File: config.mk
export PLATFORM = sky130hd
export DESIGN_NAME = matrix_mult_unit
export DESIGN_NICKNAME = d
export VERILOG_FILES = /design/src/rtl/matrix_mult_unit.sv
export SDC_FILE = /design/constraint.sdc
export NUM_CORES = 2
export LEC_CHECK = 0
export ABC_AREA = 1
export CORE_AREA = 2 2 570 572
export CTS_CLUSTER_SIZE = 28
export DETAILED_ROUTE_END_ITERATION = 7
export DIE_AREA = 0 0 572 574
export GPL_TIMING_DRIVEN = 0
export SETUP_SLACK_MARGIN = 0.02
export SYNTH_ARGS = -nofsm -noshare
export SYNTH_HDL_FRONTEND = slang
export SYNTH_SLANG_ARGS = --single-unit
File: constraint.sdc
create_clock -name clk -period 3.15 [get_ports clk]
set_clock_uncertainty 0.15 [all_clocks]
set_input_delay 0.4725 -clock clk [delete_from_list [all_inputs] [get_ports clk]]
set_output_delay 0.4725 -clock clk [all_outputs]
set_load 0.005 [all_outputs]
File: src/rtl/matrix_mult_unit.sv
// rtl/matrix_mult_unit.sv - C = A x B sequencer: snapshots A, streams in B, routes 16 dot products
// through an external unit, and writes C back to the matrix stack.
module matrix_mult_unit #(
  parameter int ELEM_W   = 32,
  parameter int MAX_WAIT = 64
) (
  input  logic                clk,
  input  logic                rst_n,
  input  logic                in_valid,
  input  logic [4*ELEM_W-1:0] in_data,
  output logic                in_ready,
  input  logic [4*ELEM_W-1:0] peek_in_0,
  input  logic [4*ELEM_W-1:0] peek_in_1,
  input  logic [4*ELEM_W-1:0] peek_in_2,
  input  logic [4*ELEM_W-1:0] peek_in_3,
  output logic [4*ELEM_W-1:0] dp_a,
  output logic [4*ELEM_W-1:0] dp_b,
  output logic                dp_valid,
  input  logic [ELEM_W-1:0]   dp_result,
  input  logic                dp_rdy,
  output logic [4*ELEM_W-1:0] write_out_0,
  output logic [4*ELEM_W-1:0] write_out_1,
  output logic [4*ELEM_W-1:0] write_out_2,
  output logic [4*ELEM_W-1:0] write_out_3,
  output logic                write_en,
  output logic                busy,
  output logic                err
);

  localparam int ROW_W  = 4 * ELEM_W;
  localparam int WAIT_W = $clog2(MAX_WAIT + 1);

  typedef enum logic [1:0] {S_LOAD, S_ISSUE, S_WRITE} state_t;

  state_t            state_q, state_d;
  logic [ROW_W-1:0]  b_q  [4];
  logic [ROW_W-1:0]  a_q  [4];
  logic [ROW_W-1:0]  wr_q [4];
  logic [ELEM_W-1:0] c_q  [16];
  logic [1:0]        beat_q;
  logic [3:0]        k_q;
  logic [WAIT_W-1:0] wait_q;
  logic              err_q;
  logic              accept, capture, timeout;
  logic [1:0]        row_i, col_j;
  logic [ROW_W-1:0]  col_b;

  assign row_i = k_q[3:2];
  assign col_j = k_q[1:0];

  // Column j of B gathered so that element 0 of the operand comes from B row 0.
  always_comb begin
    col_b = '0;
    for (int r = 0; r < 4; r++) begin
      col_b[ROW_W-1-r*ELEM_W -: ELEM_W] = b_q[r][ROW_W-1-int'(col_j)*ELEM_W -: ELEM_W];
    end
  end

  always_ff @(posedge clk or negedge rst_n) begin
    if (!rst_n) state_q <= S_LOAD;
    else        state_q <= state_d;
  end

  always_comb begin
    state_d  = state_q;
    in_ready = 1'b0;
    dp_valid = 1'b0;
    write_en = 1'b0;
    accept   = 1'b0;
    capture  = 1'b0;
    timeout  = 1'b0;
    case (state_q)
      S_LOAD: begin
        in_ready = 1'b1;
        accept   = in_valid;
        if (in_valid && beat_q == 2'd3) state_d = S_ISSUE;
      end
      S_ISSUE: begin
        dp_valid = 1'b1;
        capture  = dp_rdy;
        timeout  = !dp_rdy && (wait_q == WAIT_W'(MAX_WAIT - 1));
        if (capture && k_q == 4'd15) state_d = S_WRITE;
        else if (timeout)            state_d = S_LOAD;
      end
      S_WRITE: begin
        write_en = 1'b1;
        state_d  = S_LOAD;
      end
      default: state_d = S_LOAD;
    endcase
  end

  assign dp_a        = dp_valid ? a_q[row_i] : '0;
  assign dp_b        = dp_valid ? col_b : '0;
  assign busy        = (state_q != S_LOAD);
  assign err         = err_q;
  assign write_out_0 = wr_q[0];
  assign write_out_1 = wr_q[1];
  assign write_out_2 = wr_q[2];
  assign write_out_3 = wr_q[3];

  always_ff @(posedge clk or negedge rst_n) begin
    if (!rst_n) begin
      for (int r = 0; r < 4; r++) begin
        b_q[r]  <= '0;
        a_q[r]  <= '0;
        wr_q[r] <= '0;
      end
      for (int i = 0; i < 16; i++) c_q[i] <= '0;
      beat_q <= '0;
      k_q    <= '0;
      wait_q <= '0;
      err_q  <= 1'b0;
    end else begin
      if (accept) begin
        b_q[beat_q] <= in_data;
        beat_q      <= beat_q + 2'd1;
        if (beat_q == 2'd0) err_q <= 1'b0;
        if (beat_q == 2'd3) begin
          a_q[0] <= peek_in_0;
          a_q[1] <= peek_in_1;
          a_q[2] <= peek_in_2;
          a_q[3] <= peek_in_3;
          k_q    <= '0;
          wait_q <= '0;
        end
      end
      if (capture) begin
        c_q[k_q] <= dp_result;
        k_q      <= k_q + 4'd1;
        wait_q   <= '0;
        // Output rows are latched only on a completed matrix so an abort leaves them untouched.
        if (k_q == 4'd15) begin
          for (int r = 0; r < 4; r++) begin
            for (int e = 0; e < 4; e++) begin
              wr_q[r][ROW_W-1-e*ELEM_W -: ELEM_W] <= (4*r + e == 15) ? dp_result : c_q[4*r + e];
            end
          end
        end
      end else if (dp_valid) begin
        if (timeout) begin
          err_q  <= 1'b1;
          wait_q <= '0;
        end else begin
          wait_q <= wait_q + WAIT_W'(1);
        end
      end
    end
  end

endmodule

# Word level (Yosys, flattened, before mapping)
# Index checks and enable logic that the tools add are counted.
totals:
  output_inout_bits: 773
  reg_bits: 2064
  elab_cells: 108
  in_bits: 676
op_classes:
  n_lt_le_gt_ge: 5
  n_bitwise: 3
  n_reduce_logical: 18
  addsub: 4
  eq_ne: 7
  n_mux: 34
  shift: 4
ops:
  columns: ["operator", "n"]
  rows:
  - ["bitwise mux 512 bit", 2]
  - ["two-way mux 128 bit", 5]
  - ["indexed part select 159 x 8 -> 32 bit", 4]
  - ["binary-select mux 128 bit (select 2 bit)", 1]
  - ["demux 128 bit (select 2 bit)", 1]
  - ["demux 32 bit (select 4 bit)", 1]
  - ["two-way mux 7 bit", 5]
  - ["two-way mux 32 bit", 1]
  - ["two-way mux 4 bit", 3]
  - ["two-way mux 1 bit", 11]
  - ["AND reduction 2 bit", 5]
  - ["subtractor 7 x 7 -> 8 bit, first input constant", 1]
  - ["adder 7 x 1 -> 7 bit, second input constant", 1]
  - ["equality test 7 x 6 -> 1 bit, second input constant", 1]
  - [">= comparator 3 bit, second input constant", 2]
  - ["two-way mux 2 bit", 3]
  - ["NOT 2 -> 3 bit", 2]
  - ["nonzero test 2 bit", 3]
  - ["nonzero test 3 bit", 2]
  - [">= comparator 5 bit, second input constant", 1]
  - ["logical AND 1 bit", 5]
  - ["< comparator 5 x 1 -> 1 bit, second input constant", 1]
  - ["NOT 4 -> 5 bit", 1]
  - ["adder 4 x 1 -> 4 bit, second input constant", 1]
  - ["other kinds (10)", 12]

# Longest topological paths before layout
logic_depth:
  word_depth: 6
  ltp_mapped: 11

# Worst setup path after synthesis
# Ideal clock, no wire load.
synth_path:
  path_type: "reg-to-reg"
  startpoint: "register k_q[0]"
  endpoint: "register c_q[225] (netlist bit)"
  period_less_slack_ns: 2.295
  stages_incl_launch_ff: 11
  n_path_buf: 5
  arrival_ns: 2.015
  t_required_ns: 2.870
  path_slack_ns: 0.855
  cell_sequence: "dfrtp_1 buf_2 inv_2 buf_2 clkbuf_1 buf_2 ha_1 nand2_2 nor2_4 clkbuf_1 o21ai_0"
synth_via:
  elab_chain_len: 6
synth_rtl:
  columns: ["item", "line_no", "source"]
  rows:
  - ["start: declaration", "41", "logic [3:0] k_q;"]
  - ["start signal: assignment", "130", "k_q <= k_q + 4'd1;"]
  - ["NOT 4 -> 5 bit (implied by the code) *", "129", "c_q[k_q] <= dp_result;"]
  - [">= comparator 5 bit (implied by the code) or < comparator 5 x 1 -> 1 bit (tied branches)", "129", null]
  - ["logical AND 1 bit (implied by the code)", "129", null]
  - ["two-way mux 32 bit (implied by the code)", "129", null]
  - ["demux 32 bit (select 4 bit) *", "129", null]
  - ["bitwise mux 512 bit *", "129", null]
  - ["end signal: indexed assignment", "129", null]
  - ["end: declaration", "39", "logic [ELEM_W-1:0] c_q [16];"]
# Mark *: on every way between the ends. The rest lies on a longest branch, timed or not.
# A chain may end at the register's enable or synchronous reset.

# Final worst setup path
layout_path:
  startpoint: "register k_q[2]"
  endpoint: "output dp_a[41]"
layout_via:
  elab_chain_len: 5
layout_rtl:
  columns: ["item", "line_no", "source"]
  rows:
  - ["NOT 2 -> 3 bit (implied by the code)", "93", "assign dp_a = dp_valid ? a_q[row_i] : '0;"]
  - ["binary-select mux 128 bit (select 2 bit)", "93", null]
  - ["two-way mux 128 bit (implied by the code) (2 in series)", "93", null]
  - ["two-way mux 128 bit", "93", null]
  - ["end: declaration", "16", "output logic [4*ELEM_W-1:0] dp_a,"]
# No other way between the ends. The select of a mux whose other input is x is not followed.

==> impl_results.md <==
* Yosys reg bits at 2032
* CP peak stage delay at 380 ps
* PwrDens at 1000 mW/mm²
* Fin crit share at 109%
* H-tree levels at 4
* Relative slew slack at 7.63%
* Starting Density at 25.9%
* Critical Path Start Type: register
* Minimum clock period at 3430 ps
* Number of buffers added on ports at 1416
* Worst setup path class: reg -> out
* Dpl hpwl at 308 mm
* Worst Path Arrival at 2810 ps
* Syn Nets at 10509
* Num ports at 1449
* Layout area overhead at 44.3%
* Chip Width at 572 µm
* Synth warnings at 0
* Design area at 0.120 mm²
* Root buffer cell: clkbuf_16
* Top layer in use: met5
* CTS tree: built
* Pre-CTS WS at -1720 ps
* Most frequent cells in the layout: nand2_1 (3678), dfrtp_1 (2030), o21ai_0 (1538)
* Largest net degree at the start of global routing at 163
* Post-Syn Instances at 9824
* Max-cap violation count at 0
* Worst-path fanout max at 6
* Min-delay worst type: in -> async
* Multi-input gate area at 0.0298 mm²
* Initial antenna violation count at 54
* Synth unique cells at 25
* Fillers at 32772
* Vias per inst at 4.75
* Ratio of cells with drive above 1 in the final layout at 11.8%
* Placed inst area at 0.103 mm²
* DRC Markers at 0
* Area of the die at 0.328 mm²
* Max Freq at 0.291 GHz
* Critical-path top delay cell: dfrtp_1
* Final hold violations at 141
* GP Congestion at 0.963
* Worst-skew pair later-pin latency at 940 ps
* Metal2 WL at 188 mm
* LEAKAGE at 0.0564 µW
* M1 WL at 153 mm
* DR vias at 78296
* Met3 WL at 37.9 mm
* Fin cells at 16468
* Outcome: complete, but fails checks
* Drt first pass iters at 7
* Reg clk slew, reported paths at 80 ps
* # rows at 209
* DRT iter0 DRCs at 7795
* All-layer global routing usage at 23.9%
* Reg area at 0.0509 mm²
* Syn_area_per_cell at 8.49 µm²
* Routed WL at 408 mm
* Max clock buf depth at 4
* Sequential share of the synthesized area at 61.0%
* Clock sinks at 2032
* Most common cell after layout, fill and taps aside: nand2_1
* GR Overflow Total at 0
* DRT antenna net count at 0
* WHS at -633 ps
* Failing checks: hold timing, setup timing
* First-pass GRT wire length at 564 mm
* VDD IR max at 0.000659 V
* DIE HEIGHT at 574 µm
* Crit-path cells: buf_12, buf_12, nand2_8, clkinv_8, clkbuf_16, clkbuf_16, buf_6, nand2_4, a31oi_4, buf_2
* Netlist Area Pre-Place at 0.0834 mm²
* Final slew viol count at 0
* Worst-Margin Slew at 1390 ps
* Clock buffer count from CTS at 226
* RSZ-0062 raised after global routing: true
* # setup viols final at 265
* Critical Path RT at 2530 ps
* Setup TNS at -28590 ps
* Average wire per standard cell at 24.8 µm
* Core Region at 0.323 mm²
* Placed cell count at 15580
* CP endpoint kind: primary output
* Post-layout worst setup margin at -284 ps
* Final nets at 12606
* Tot Pwr at 121000 µW
* Vias in the first global route at 76246
## registers in the layout (all words and copies together), names as in the netlist, 4 cells and up
name         cells
a_q            512
b_q            512
c_q            480
write_out_0    128
write_out_1    128
write_out_2    128
write_out_3    128
wait_q           7
k_q              4
## layer usage
layer	track usage, %	up-vias
li1	-	35233
met1	28.5	38312
met2	39.0	3833
met3	5.95	890
met4	14.2	28
met5	0	-
## metrics by stage
stage          hold WS [ps]  utilization, %
2_1_floorplan          26.9               -
3_3_place_gp            310            31.9
3_5_place_dp            311            32.1
4_1_cts                -663            37.0
5_1_grt                -625            37.3
6_report               -633            37.3
## final timing paths
path                               start         endpoint  slack [ps]  cells past startpoint
max in group asynchronous          rst_n         a_q[340]         460                      6
hold reg to reg                 c_q[316]  write_out_1[60]         300                      2
hold / removal                     rst_n  write_out_2[26]        -630                      1
setup / recovery                  k_q[2]         dp_a[41]        -280                     10
setup reg to reg                  k_q[2]  write_out_3[36]        -200                      9
min in group clk           peek_in_0[84]         a_q[468]          60                      3
## power by group
group | internal (µW) | leakage, µW | total, µW | switching, µW
sequential | 37200 | 0.0254 | 43400 | 6190
clock | 16700 | 0.00393 | 28600 | 11900
combinational | 20400 | 0.0270 | 48800 | 28400
## kinds of logic after synthesis
| logic type | Yosys count | synth area share [%] |
|---|---|---|
| flip-flops | 2032 | 61.0 |
| buffers and inverters | 1321 | 6.25 |
| AND/OR/NAND/NOR | 4462 | 20.5 |
| AO/OA/AOI/OAI | 1998 | 12.2 |
| adder cells (fa/ha/maj) | 9 | 0.135 |
| XOR/XNOR | 2 | 0.0210 |
## synthesized netlist by cell type
cell	number	share of area [%]
or2_2	1	0.0075
a21oi_1	129	0.77
o22ai_1	1	0.0075
o21ai_1	78	0.47
dfrtp_1	2032	61
buf_1	40	0.18
ha_1	9	0.13
inv_2	4	0.018
nand2_4	1	0.013
buf_2	192	1.2
nor2_1	517	2.3
inv_1	626	2.8
nand4_1	1	0.0075
xor2_1	2	0.021
nand2_2	5	0.037
clkbuf_1	454	2.0
nor2_2	1	0.0075
nand3_1	137	0.82
nor2_4	16	0.22
o21ai_0	1661	10
clkbuf_2	2	0.012
o21bai_1	1	0.0090
buf_4	3	0.027
a31oi_1	128	0.96
nand2_1	3783	17
## final cells by class
| class | instances | share of cell area (%) |
|---|---|---|
| Antenna cell | 32 | 0.0665 |
| Buffer | 687 | 4.08 |
| Clock inverter | 110 | 1.27 |
| Tap cell | 4325 | 4.50 |
| Multi-Input combinational cell | 6471 | 24.8 |
| Clock buffer | 308 | 5.36 |
| Sequential cell | 2032 | 42.2 |
| Timing Repair Buffer | 1873 | 15.7 |
| Inverter | 630 | 2.00 |
## worst max-delay path, delay by kind of cell, from the launching register on
kind / cells / cell delay (ps)
buffers and inverters: 7 / 1040
flip-flops: 1 / 380
AO/OA/AOI/OAI: 1 / 280
AND/OR/NAND/NOR: 2 / 100
## what timing repair did
| item | in CTS | in global routing |
|---|---|---|
| gates resized for setup | 1551 | 642 |
| setup buffers | 33 | 18 |
| cloned | 14 | 11 |
| endpoints found under the setup margin | 2150 | 1787 |
| hold buffers | 363 | 3 |
| pin swaps | 131 | 110 |
| hold endpoints to repair | 595 | 125 |
Note: power is estimated with default switching activity, not from simulation.
